`config.mk`:
```
export PLATFORM = sky130hd
export DESIGN_NAME = stage_sequencer
export DESIGN_NICKNAME = d
export VERILOG_FILES = /design/src/rtl/core_ctrl_pkg.sv /design/src/rtl/stage_watchdog.sv /design/src/rtl/stage_sequencer.sv
export SDC_FILE = /design/constraint.sdc
export NUM_CORES = 1
export LEC_CHECK = 0
export ABC_AREA = 1
export BUFFER_PORTS_ARGS = -buffer_cell sky130_fd_sc_hd__buf_2
export CORE_UTILIZATION = 36
export CTS_CLUSTER_SIZE = 16
export DETAILED_ROUTE_END_ITERATION = 10
export PLACE_DENSITY_LB_ADDON = 0.08
export SYNTH_ARGS = -nofsm -noshare
export SYNTH_HDL_FRONTEND = slang
export SYNTH_SLANG_ARGS = --single-unit
```
`constraint.sdc`:
```
create_clock -name clk -period 3.6 [get_ports clk]
set_input_delay 0.36 -clock clk [delete_from_list [all_inputs] [get_ports clk]]
set_output_delay 0.36 -clock clk [all_outputs]
set_load 0.01 [all_outputs]
```
`src/rtl/core_ctrl_pkg.sv`:
```
// Shared definitions for the core controller.
//   seq_state_e  : sequencer FSM states
//   STAGE_*      : stage indices of the default five-stage pipeline
package core_ctrl_pkg;

  typedef enum logic [1:0] {
    ST_HALTED,
    ST_ISSUE,
    ST_WAIT,
    ST_TRAP
  } seq_state_e;

  localparam int unsigned STAGE_FETCH  = 0;
  localparam int unsigned STAGE_DECODE = 1;
  localparam int unsigned STAGE_EXEC   = 2;
  localparam int unsigned STAGE_MEM    = 3;
  localparam int unsigned STAGE_WRITE  = 4;

endpackage

```
`src/rtl/stage_watchdog.sv`:
```
// Per-stage watchdog counter.
//   clk, rst : clock, synchronous active-high reset
//   clear    : restart the count at zero (wins over inc)
//   inc      : advance the count by one, saturating at all-ones
//   expired  : count has reached WDOG_LIMIT-1; never set when WDOG_LIMIT == 0
module stage_watchdog #(
  parameter int WDOG_W     = 16,
  parameter int WDOG_LIMIT = 1024
) (
  input  logic clk,
  input  logic rst,
  input  logic clear,
  input  logic inc,
  output logic expired
);

  localparam logic [WDOG_W-1:0] LIM_M1 = WDOG_W'((WDOG_LIMIT > 0) ? WDOG_LIMIT - 1 : 0);

  if (longint'(WDOG_LIMIT) >= (longint'(1) << WDOG_W) || WDOG_LIMIT < 0) begin : g_bad_limit
    $error("stage_watchdog: WDOG_LIMIT does not fit in WDOG_W bits");
  end

  logic [WDOG_W-1:0] count;

  always_ff @(posedge clk) begin
    if (rst) begin
      count <= '0;
    end else if (clear) begin
      count <= '0;
    end else if (inc && (count != '1)) begin
      count <= count + WDOG_W'(1);
    end
  end

  assign expired = (WDOG_LIMIT != 0) && (count >= LIM_M1);

endmodule

```
`src/rtl/stage_sequencer.sv`:
```
// Multicycle core controller: walks N_STAGES stages with one-cycle enable
// pulses and done handshakes, owns the PC and retired counter, handles
// run/step/halt and traps a stage that never answers.
//   clk, rst     : clock, synchronous active-high reset
//   run          : level, free-run when high, halt after current instruction when low
//   step         : pulse, runs exactly one instruction from HALTED
//   stage_done   : done[k] from stage k (only the active stage's bit counts)
//   next_pc      : new PC, sampled with done of the last stage
//   stage_enable : one-hot one-cycle start pulse
//   pc           : PC of the instruction in flight
//   cur_stage    : active stage index
//   busy/halted  : instruction in flight / in HALTED
//   retired      : completed instructions (wraps)
//   trap         : sticky watchdog trap, trap_stage holds the hung stage
module stage_sequencer
  import core_ctrl_pkg::*;
#(
  parameter int              N_STAGES   = 5,
  parameter int              PC_W       = 32,
  parameter logic [PC_W-1:0] RESET_PC   = '0,
  parameter int              WDOG_W     = 16,
  parameter int              WDOG_LIMIT = 1024
) (
  input  logic                        clk,
  input  logic                        rst,
  input  logic                        run,
  input  logic                        step,
  input  logic [N_STAGES-1:0]         stage_done,
  input  logic [PC_W-1:0]             next_pc,
  output logic [N_STAGES-1:0]         stage_enable,
  output logic [PC_W-1:0]             pc,
  output logic [$clog2(N_STAGES)-1:0] cur_stage,
  output logic                        busy,
  output logic                        halted,
  output logic [31:0]                 retired,
  output logic                        trap,
  output logic [$clog2(N_STAGES)-1:0] trap_stage
);

  localparam int SW = $clog2(N_STAGES);
  localparam logic [SW-1:0] LAST = SW'(N_STAGES - 1);

  if (N_STAGES < 2 || N_STAGES > 16) begin : g_bad_stages
    $error("stage_sequencer: N_STAGES must be in 2..16");
  end

  seq_state_e        state_q, state_d;
  logic              single_q, single_d;
  logic [SW-1:0]     stage_d;
  logic [PC_W-1:0]   pc_d;
  logic [31:0]       retired_d;
  logic              trap_d;
  logic [SW-1:0]     trap_stage_d;
  logic [N_STAGES-1:0] enable_d;
  logic              busy_d, halted_d;
  logic              wdog_expired;

  stage_watchdog #(
    .WDOG_W     (WDOG_W),
    .WDOG_LIMIT (WDOG_LIMIT)
  ) u_wdog (
    .clk     (clk),
    .rst     (rst),
    .clear   (state_d == ST_ISSUE),
    .inc     ((state_q == ST_ISSUE) || (state_q == ST_WAIT)),
    .expired (wdog_expired)
  );

  always_comb begin
    state_d      = state_q;
    stage_d      = cur_stage;
    single_d     = single_q;
    pc_d         = pc;
    retired_d    = retired;
    trap_d       = trap;
    trap_stage_d = trap_stage;

    unique case (state_q)
      ST_HALTED: begin
        if (run || step) begin
          state_d  = ST_ISSUE;
          stage_d  = '0;
          single_d = step && !run;
        end
      end
      ST_ISSUE: state_d = ST_WAIT;
      ST_WAIT: begin
        // done on the final watchdog cycle takes priority over the trap
        if (stage_done[cur_stage]) begin
          if (cur_stage == LAST) begin
            pc_d      = next_pc;
            retired_d = retired + 32'd1;
            stage_d   = '0;
            if (run && !single_q) begin
              state_d = ST_ISSUE;
            end else begin
              state_d  = ST_HALTED;
              single_d = 1'b0;
            end
          end else begin
            state_d = ST_ISSUE;
            stage_d = cur_stage + SW'(1);
          end
        end else if (wdog_expired) begin
          state_d      = ST_TRAP;
          trap_d       = 1'b1;
          trap_stage_d = cur_stage;
        end
      end
      ST_TRAP: ;
      default: state_d = ST_HALTED;
    endcase

    // Outputs are derived from the next state so they register alongside it
    enable_d = '0;
    if (state_d == ST_ISSUE) enable_d[stage_d] = 1'b1;
    busy_d   = (state_d == ST_ISSUE) || (state_d == ST_WAIT);
    halted_d = (state_d == ST_HALTED);
  end

  always_ff @(posedge clk) begin
    if (rst) begin
      state_q      <= ST_HALTED;
      single_q     <= 1'b0;
      cur_stage    <= '0;
      pc           <= RESET_PC;
      retired      <= '0;
      trap         <= 1'b0;
      trap_stage   <= '0;
      stage_enable <= '0;
      busy         <= 1'b0;
      halted       <= 1'b1;
    end else begin
      state_q      <= state_d;
      single_q     <= single_d;
      cur_stage    <= stage_d;
      pc           <= pc_d;
      retired      <= retired_d;
      trap         <= trap_d;
      trap_stage   <= trap_stage_d;
      stage_enable <= enable_d;
      busy         <= busy_d;
      halted       <= halted_d;
    end
  end

endmodule

```
After elaboration in Yosys (flattened, before gate mapping)
Cells that the tools add are included.

Flip-flop bits (word level): 97. Output and inout bits: 78. Logic and storage cells: 66.

Add/sub/neg operators: 3. $lt $le $gt $ge: 4. Eq/ne operators: 10. Muxes and demuxes: 19. Bitwise operators: 2. Reductions and logical operators: 17.

Operator list (number): $add A32 B1 Y32 const B (1); $add A16 B1 Y16 const B (1); $ge A16 B10 Y1 const B (1); $ne A16 B16 Y1 const B (1); $mux W3 (3); $lt A3 B4 Y1 const B (2); $mux W2 (4); $mux W1 (7); $pmux W2 S3 (1); $pmux W3 S2 (1); $reduce_and A3 Y1 (2); $reduce_and A5 Y1 (1); $eq A2 B1 Y1 const B (2); $eq A2 B2 Y1 const B (2); $logic_and A1 B1 Y1 (4); $logic_not A2 Y1 (2); $ne A2 B1 Y1 const B (2); $ne A2 B2 Y1 const B (2); $reduce_or A2 Y1 (2); $add A3 B1 Y3 const B (1); $bmux W1 S3 (1); $demux W1 S3 (1); $eq A3 B3 Y1 const B (1); $ge A3 B1 Y1 const B (1); 5 further kinds (9).

Depth between registers and ports, before layout
Gate-level depths: netlist (run 1).

Depth in word-level cells: 9. Depth in mapped cells: 17. Depth with buffers taken out: 17.

Modules after synthesis
A second synthesis (run 1) with hierarchy kept.

Cell total of the unflattened synthesis: 749. Area total of the unflattened synthesis: 4937.2 um^2.

By module, submodules not included: stage_sequencer (instances 1, cells an instance 585, area an instance 3941.3 um^2, seq. area each 1621.6 um^2); stage_watchdog (instances 1, cells an instance 164, area an instance 996.0 um^2, seq. area each 320.3 um^2).

Least setup slack after synthesis (run 1)
Ideal clock, no wire load.

Path type: register to register. Start: register u_wdog.count[0]. End: register u_wdog.count[10]. Setup time: 0.070 ns. Data arrival time: 2.150 ns. Data required time: 3.530 ns. Path slack: 1.380 ns. Cell stages (with the launch flop): 16. Path through: dfxtp_1 ha_1 nand2_1 nor3_1 nand2_1 nand4_1 nand2_1 nand2_1 nand2_1 nand2_1 inv_1 ha_1 nor2_1 clkbuf_1 o21ai_0 a21oi_1.

Cells in the longest elaborated chain, start to end: 6. Elaborated cells on any way between the ends: 9. Classes of those cells: add/sub: 1; order compare: 1; eq/ne: 2; mux: 3; reduce/logical: 2.

RTL lines: from (decl) (RTL line stage_watchdog.sv:23) `logic [WDOG_W-1:0] count;`; from (signal assigned) (RTL line stage_watchdog.sv:31) `count <= count + WDOG_W'(1);`; $ge A16 B10 Y1 (RTL line stage_watchdog.sv:35) `assign expired = (WDOG_LIMIT != 0) && (count >= LIM_M1);`; $mux W2 (RTL line stage_sequencer.sv:104) `end else if (wdog_expired) begin`; $mux W2 (RTL line stage_sequencer.sv:89) `if (stage_done[cur_stage]) begin`; $pmux W2 S3 (RTL line stage_sequencer.sv:78) `unique case (state_q)`; $eq A2 B1 Y1 (RTL line stage_sequencer.sv:64) `.clear (state_d == ST_ISSUE),`; $reduce_or A2 Y1 (no source line).

Several ways; a longest one is shown, not always the timed one. A chain may end at the register's enable or synchronous reset.

Worst setup path in the final report (run 1)
Start: register u_wdog.count[0]. End: register u_wdog.count[11].

The elaborated chain is that of the path after synthesis.

==> results of run 1 <==
==> final cells by class <==
class                      count  share of cell area (%)
multi-input combinational    516                   42.20
sequential                    97                   34.01
timing repair buffer         121                   10.74
inverter                      67                   4.404
clock buffer                  10                   4.185
tap                          172                   3.769
clock inverter                 6                  0.7011
==> critical path, cell delays in order (launching register included) <==
cell and delay (ns):
dfxtp_1 0.36, ha_1 0.22, nand2_1 0.07, nor3_1 0.22, nand2_1 0.11, nand4_1 0.11, nand2_1 0.18, nand2_1 0.12
nand2_1 0.07, nand2_1 0.06, inv_1 0.06, ha_1 0.21, nor2_1 0.10, buf_4 0.20, inv_1 0.10, nor3b_1 0.21
==> Yosys cell counts, drive strengths merged, types with 2 or more instances <==
library cell	instances	area share, %
xor2	14	2.6
nand3	30	3.2
dfxtp	97	41
buf	15	2.4
o21ai	48	5.1
nor2	143	12
a21oi	48	5.1
nand3b	6	0.95
clkbuf	8	0.66
inv	67	5.3
nor3	22	2.3
a31oi	2	0.26
nand4	7	0.92
xnor2	5	0.92
nand2	171	14
ha	10	2.6
==> placed cells by master (no fill, tap or decap), drive strengths merged <==
cell type / count
nand3: 30
inv: 69
o21ai: 48
nand3b: 6
a31oi: 2
or3: 1
nor2: 143
o21bai: 1
a21boi: 1
nor3b: 1
a21oi: 48
nand2: 171
nand2b: 1
clkinvlp: 1
nor3: 22
clkinv: 3
nor4: 1
ha: 10
and3: 1
a211oi: 1
clkbuf: 10
o31ai: 1
xor2: 14
dfxtp: 97
nand4: 7
or2: 1
buf: 121
xnor2: 5
==> worst min-delay path by stage <==
| stage | start | endpoint | depth (start not counted) |
|---|---|---|---|
| finish | next_pc[30] | pc[30] | 3 |
| global route | next_pc[0] | pc[0] | 3 |
| CTS | next_pc[18] | pc[18] | 3 |
| detailed placement | trap | trap | 2 |
| global placement | trap | trap | 2 |
| floorplan | u_wdog.count[6] | u_wdog.count[6] | 1 |
==> registers in the layout (all words and copies together), names as in the netlist <==
| signal | flops |
|---|---|
| single_q | 1 |
| pc | 32 |
| u_wdog.count | 16 |
| stage_enable | 5 |
| halted | 1 |
| retired | 32 |
| trap | 1 |
| trap_stage | 3 |
| busy | 1 |
| cur_stage | 3 |
| state_q | 2 |
==> power by group through the flow <==
stage	registers [uW]	clock network (uW)	logic [uW]
final	1120	920	272
after global routing	1120	990	312
after CTS	1120	944	274
after detailed placement	1140	0	272
after global placement	1140	0	269
after floorplan	1150	0	177
==> through the flow <==
stage	setup WS, ns	instances	hold WS, ns	utilization (%)
3_5_place_dp	1.148	973	0.4462	42.69
2_1_floorplan	1.380	703	0.4434	-
3_3_place_gp	1.256	973	0.4498	42.69
5_1_grt	0.7991	989	0.2200	44.89
6_report	1.120	989	0.2227	44.89
4_1_cts	1.109	989	0.2170	44.89
==> routing by layer <==
metal  GRT usage, %  part of all wire, %
met1          23.48                   46
met2          31.83                   48
met3          3.708                  4.6
met4          6.835                  1.6
met5              0                    0
==> logic make-up after synthesis <==
kind of cell,count (synthesis)
xor+xnor,19
buf+inv,90
fa+ha+maj,10
flops,97
simple gates,385
compound gates,102
==> results.py, run 1 <==
metrics = {
    "timing": {
        "min_period_ns": 2.480,
        "rsz0062_at_grt": "no",
        "slew_violations": 0,
        "fmax_mhz": 403.2,
        "fin_worst_skew_ns": 0.006144,
        "maxSlewHeadroom_pct": 24.20,
        "hold_viol_final": 0,
        "finalCritPeriodShare_pct": 68.90,
        "fin_tns_setup_ns": 0,
        "tightest_slew_ns": 1.136,
        "setup_viol": 0,
    },
    "power_and_ir_drop": {
        "powerDensity_nw_per_um2": 404.7,
        "total_power_uw": 2311,
        "internal_power_uw": 1682,
        "pwr-share-seq_pct": 48.4,
        "power_leakage_uw": 0.002555,
        "clkPwrFrac_pct": 39.8,
        "power_frac_comb_pct": 11.8,
        "p_sw_uw": 628.5,
        "sw_frac_of_total_pct": 27.20,
        "ir_drop_uv": 221.0,
    },
    "synth": {
        "mappedNetlistNets": 754,
        "synth.avg_cell_area_um2": 6.758,
        "synth_flop_cell": "dfxtp_1",
        "ys_ff_latch": 97,
        "synth_top_family_by_area": "simple AND/OR/NAND/NOR gates",
        "syn_inst": 703,
        "synth-edff-count": 0,
        "ys_seq_area_share_pct": 40.87,
        "synth_area_um2": 4751,
        "synth-async-reset-ratio_pct": 0,
        "synth_compound_area_share_pct": 11.01,
        "yosys.area_share.simple_pct": 33.58,
        "synthAdderAreaFrac_pct": 2.634,
        "synth_cell_types": 33,
        "muxShareOfSynthArea_pct": 0,
        "synth-xor-area-share_pct": 3.503,
        "synth_warnings": 0,
    },
    "floorplanning": {
        "pin_count": 119,
        "die_h_um": 116.9,
        "core_um2": 12720,
        "die_w_um": 116.9,
        "die_area_um2": 13660,
        "initial_core_util_pct": 37.34,
        "rows": 41,
    },
    "critical_path": {
        "worst-endpoint-arrival_ns": 2.75,
        "crit_start": "u_wdog.count[0]",
        "crit_end": "u_wdog.count[11]",
        "r2r_end": "u_wdog.count[11]",
        "worstSetupPathType": "reg2reg",
        "rr_worst_depth": 15,
        "required_ns": 3.87,
        "cp_max_fo": 13,
        "reg2reg_from": "u_wdog.count[0]",
        "cp-end-kind": "register",
        "ff2ff_setup_slack_ns": 1.12,
        "start_kind": "register",
    },
    "layout": {
        "num_antenna_cells": 0,
        "synthToLayoutAreaGrowth_pct": 20.20,
        "multi_input_area_um2": 2410,
        "final_cell_area_um2": 5710,
        "ff_latch_area_um2": 1942,
        "fin_nets": 863,
        "drive_gt1_share_pct": 17.63,
        "nFillCells": 1421,
    },
    "route": {
        "via_per_inst": 4.790,
        "drc": 0,
        "wl_per_cell_um": 12.48,
        "ant_nets": 0,
        "dr.first_iter.drc_count": 274,
        "drt_first_pass_iters": 5,
        "routed_wl_mm": 12.34,
        "via_count": 4737,
    },
    "clock_network": {
        "htree_levels": 3,
        "clk_pin_slew_worst_paths_ns": 0.07,
        "cts_made_buffers": 9,
        "post_cts_buffers": 0,
        "cts.repair.resized": 0,
        "cts_buffer_depth": 2,
        "cts_tree": "done",
        "root_buffer": "clkbuf_16",
        "cts_hold_buf": 0,
        "clock-sinks": 97,
        "insertion_delay_ns": 0.35,
    },
    "placement": {
        "gp_congestion": 0.8430,
        "place_area_um2": 5431,
        "port_buffers": 118,
        "dp_hpwl_mm": 8.864,
    },
    "run": {
        "cap_violations": 0,
    },
    "grt": {
        "antenna_found_initial": 0,
        "grt_usage_pct": 18.71,
        "grt_max_degree": 69,
        "grt_pass1_vias": 4250,
        "grt_pass1_wl_mm": 20.00,
        "grt-ovfl-total": 0,
    },
    "min_path": {
        "hp-class": "in2reg",
    },
    "run_status": {
        "outcome": "complete, no violations",
    },
}
Note: power is estimated with default switching activity, not from simulation.
==> run 2, diff against run 1 <==
==> constraint.sdc (replaced) <==
create_clock -name clk -period 2.27 [get_ports clk]
set_input_delay 0.227 -clock clk [delete_from_list [all_inputs] [get_ports clk]]
set_output_delay 0.227 -clock clk [all_outputs]
set_load 0.01 [all_outputs]
==> results.py, run 2 (synthesis gave the netlist of run 1 again) <==
metrics = {
    "run_status": {
        "outcome": "complete, no violations",
    },
    "floorplanning": {
        "die_w_um": 116.9,
        "core_um2": 12720,
        "initial_core_util_pct": 37.34,
        "die_h_um": 116.9,
        "pin_count": 119,
        "die_area_um2": 13660,
        "rows": 41,
    },
    "clock_network": {
        "cts_hold_buf": 0,
        "insertion_delay_ns": 0.35,
        "htree_levels": 3,
        "cts_made_buffers": 9,
        "cts_buffer_depth": 2,
        "cts_tree": "done",
        "clk_pin_slew_worst_paths_ns": 0.06,
        "clock-sinks": 97,
        "root_buffer": "clkbuf_16",
    },
    "route": {
        "dr.first_iter.drc_count": 277,
        "via_count": 4732,
        "drt_first_pass_iters": 4,
        "routed_wl_mm": 12.58,
        "ant_nets": 0,
        "wl_per_cell_um": 12.56,
        "via_per_inst": 4.723,
        "drc": 0,
    },
    "layout": {
        "multi_input_area_um2": 2442,
        "ff_latch_area_um2": 1951,
        "num_antenna_cells": 0,
        "final_cell_mix": "167 x nand2_1, 140 x nor2_1, 118 x buf_2",
        "fin_nets": 878,
        "nFillCells": 1380,
        "top_regs": "pc (32), retired (32), u_wdog.count (16)",
        "drive_gt1_share_pct": 20.36,
        "final_cell_area_um2": 5879,
        "final_common_cell": "nand2_1",
        "synthToLayoutAreaGrowth_pct": 23.76,
        "post-route-util_pct": 46.21,
    },
    "critical_path": {
        "cpMostUsedCell": "nand2_1",
        "required_ns": 2.55,
        "cp_slowest_cell": "dfxtp_2",
        "cp-end-kind": "register",
        "path_delay_family": "simple AND/OR/NAND/NOR gates",
        "worst-endpoint-arrival_ns": 2.33,
        "cp.buffers_inverters": 4,
        "cp_slowest_stage_delay_ns": 0.34,
        "start_kind": "register",
        "path_cells": "inv_1 > ha_1 > nand2_1 > nor2_1 > nor2_1 > a21oi_1 > nand3_1 > nand2_1 > inv_1 > ha_2 > nor2_4 > buf_6 > buf_4 > nand2_1 > a21oi_1",
        "cp_max_fo": 8,
        "worstSetupPathType": "reg2reg",
    },
    "timing": {
        "fmax_mhz": 487.6,
        "hold_viol_final": 0,
        "setup_viol": 0,
        "fin_worst_skew_ns": 0.005469,
        "maxSlewHeadroom_pct": 73.62,
        "min_period_ns": 2.051,
        "fin_ws_ns": 0.2191,
        "tightest_slew_ns": 0.3957,
        "rsz0062_at_grt": "no",
        "fin_tns_setup_ns": 0,
        "slew_violations": 0,
        "finalCritPeriodShare_pct": 90.35,
    },
    "power_and_ir_drop": {
        "powerDensity_nw_per_um2": 626.7,
        "ir_drop_uv": 352.2,
        "power_leakage_uw": 0.002635,
    },
    "grt": {
        "antenna_found_initial": 0,
        "grt_max_degree": 58,
        "grt-ovfl-total": 0,
        "grt_usage_pct": 19.19,
        "grt_pass1_vias": 4344,
        "grt_pass1_wl_mm": 20.46,
    },
    "placement": {
        "place_area_um2": 5554,
        "dpl_worst_slack_ns": 0.02436,
        "port_buffers": 118,
        "dp_hpwl_mm": 9.246,
        "gp_congestion": 0.8763,
    },
    "min_path": {
        "hp-class": "in2reg",
    },
    "run": {
        "cap_violations": 0,
    },
}
[run 2: where the power goes]
part / switching, uW / internal (uW)
combinational: 306 / 198
sequential: 28.2 / 1750
clock: 643 / 759
total: 978 / 2710
[run 2: worst paths after layout]
check,start,to,slack [ns],cells after the start
worst max-delay path,cur_stage[0],u_wdog.count[5],0.22,15
worst min-delay path,next_pc[28],pc[28],0.1,3
worst max register to register,cur_stage[0],u_wdog.count[5],0.22,15
worst min register to register,trap,trap,0.45,2
[run 2: repair_timing]
item	CTS	global route
pin swaps	0	4
setup buffers	0	2
endpoints found under the setup margin	1	21
gates resized for setup	1	18
[run 2: cell type report]
cell class                      count  area share [%]
Sequential cell                    97           33.18
Multi-Input combinational cell    516           41.54
Tap cell                          172           3.660
Clock inverter                      3          0.3192
Timing Repair Buffer              136           12.90
Inverter                           67           4.278
Clock buffer                       11           4.129
[run 2: metal layers]
| metal | track usage (%) | up-vias | share of wire, % | wire length [um] |
|---|---|---|---|---|
| li1 | - | 2481 | - | - |
| met5 | 0 | - | 0 | 0 |
| met1 | 24.23 | 2158 | 46 | 5828 |
| met4 | 6.667 | 0 | 1.4 | 170 |
| met2 | 32.19 | 81 | 48 | 6065 |
| met3 | 4.377 | 12 | 4.1 | 519 |
[run 2: stage by stage]
stage	cells	hold slack, ns	power (uW)
after global placement	986	0.4371	2267
after CTS	1000	0.08714	3703
after global routing	1002	0.08862	3887
after floorplan	703	0.3619	2101
after detailed placement	986	0.4443	2275
final	1002	0.09874	3684
[run 2: tightest hold or removal path, stage by stage]
cell    delay (ns)
buf_2         0.07
nor2_1        0.03
nor2_1        0.08
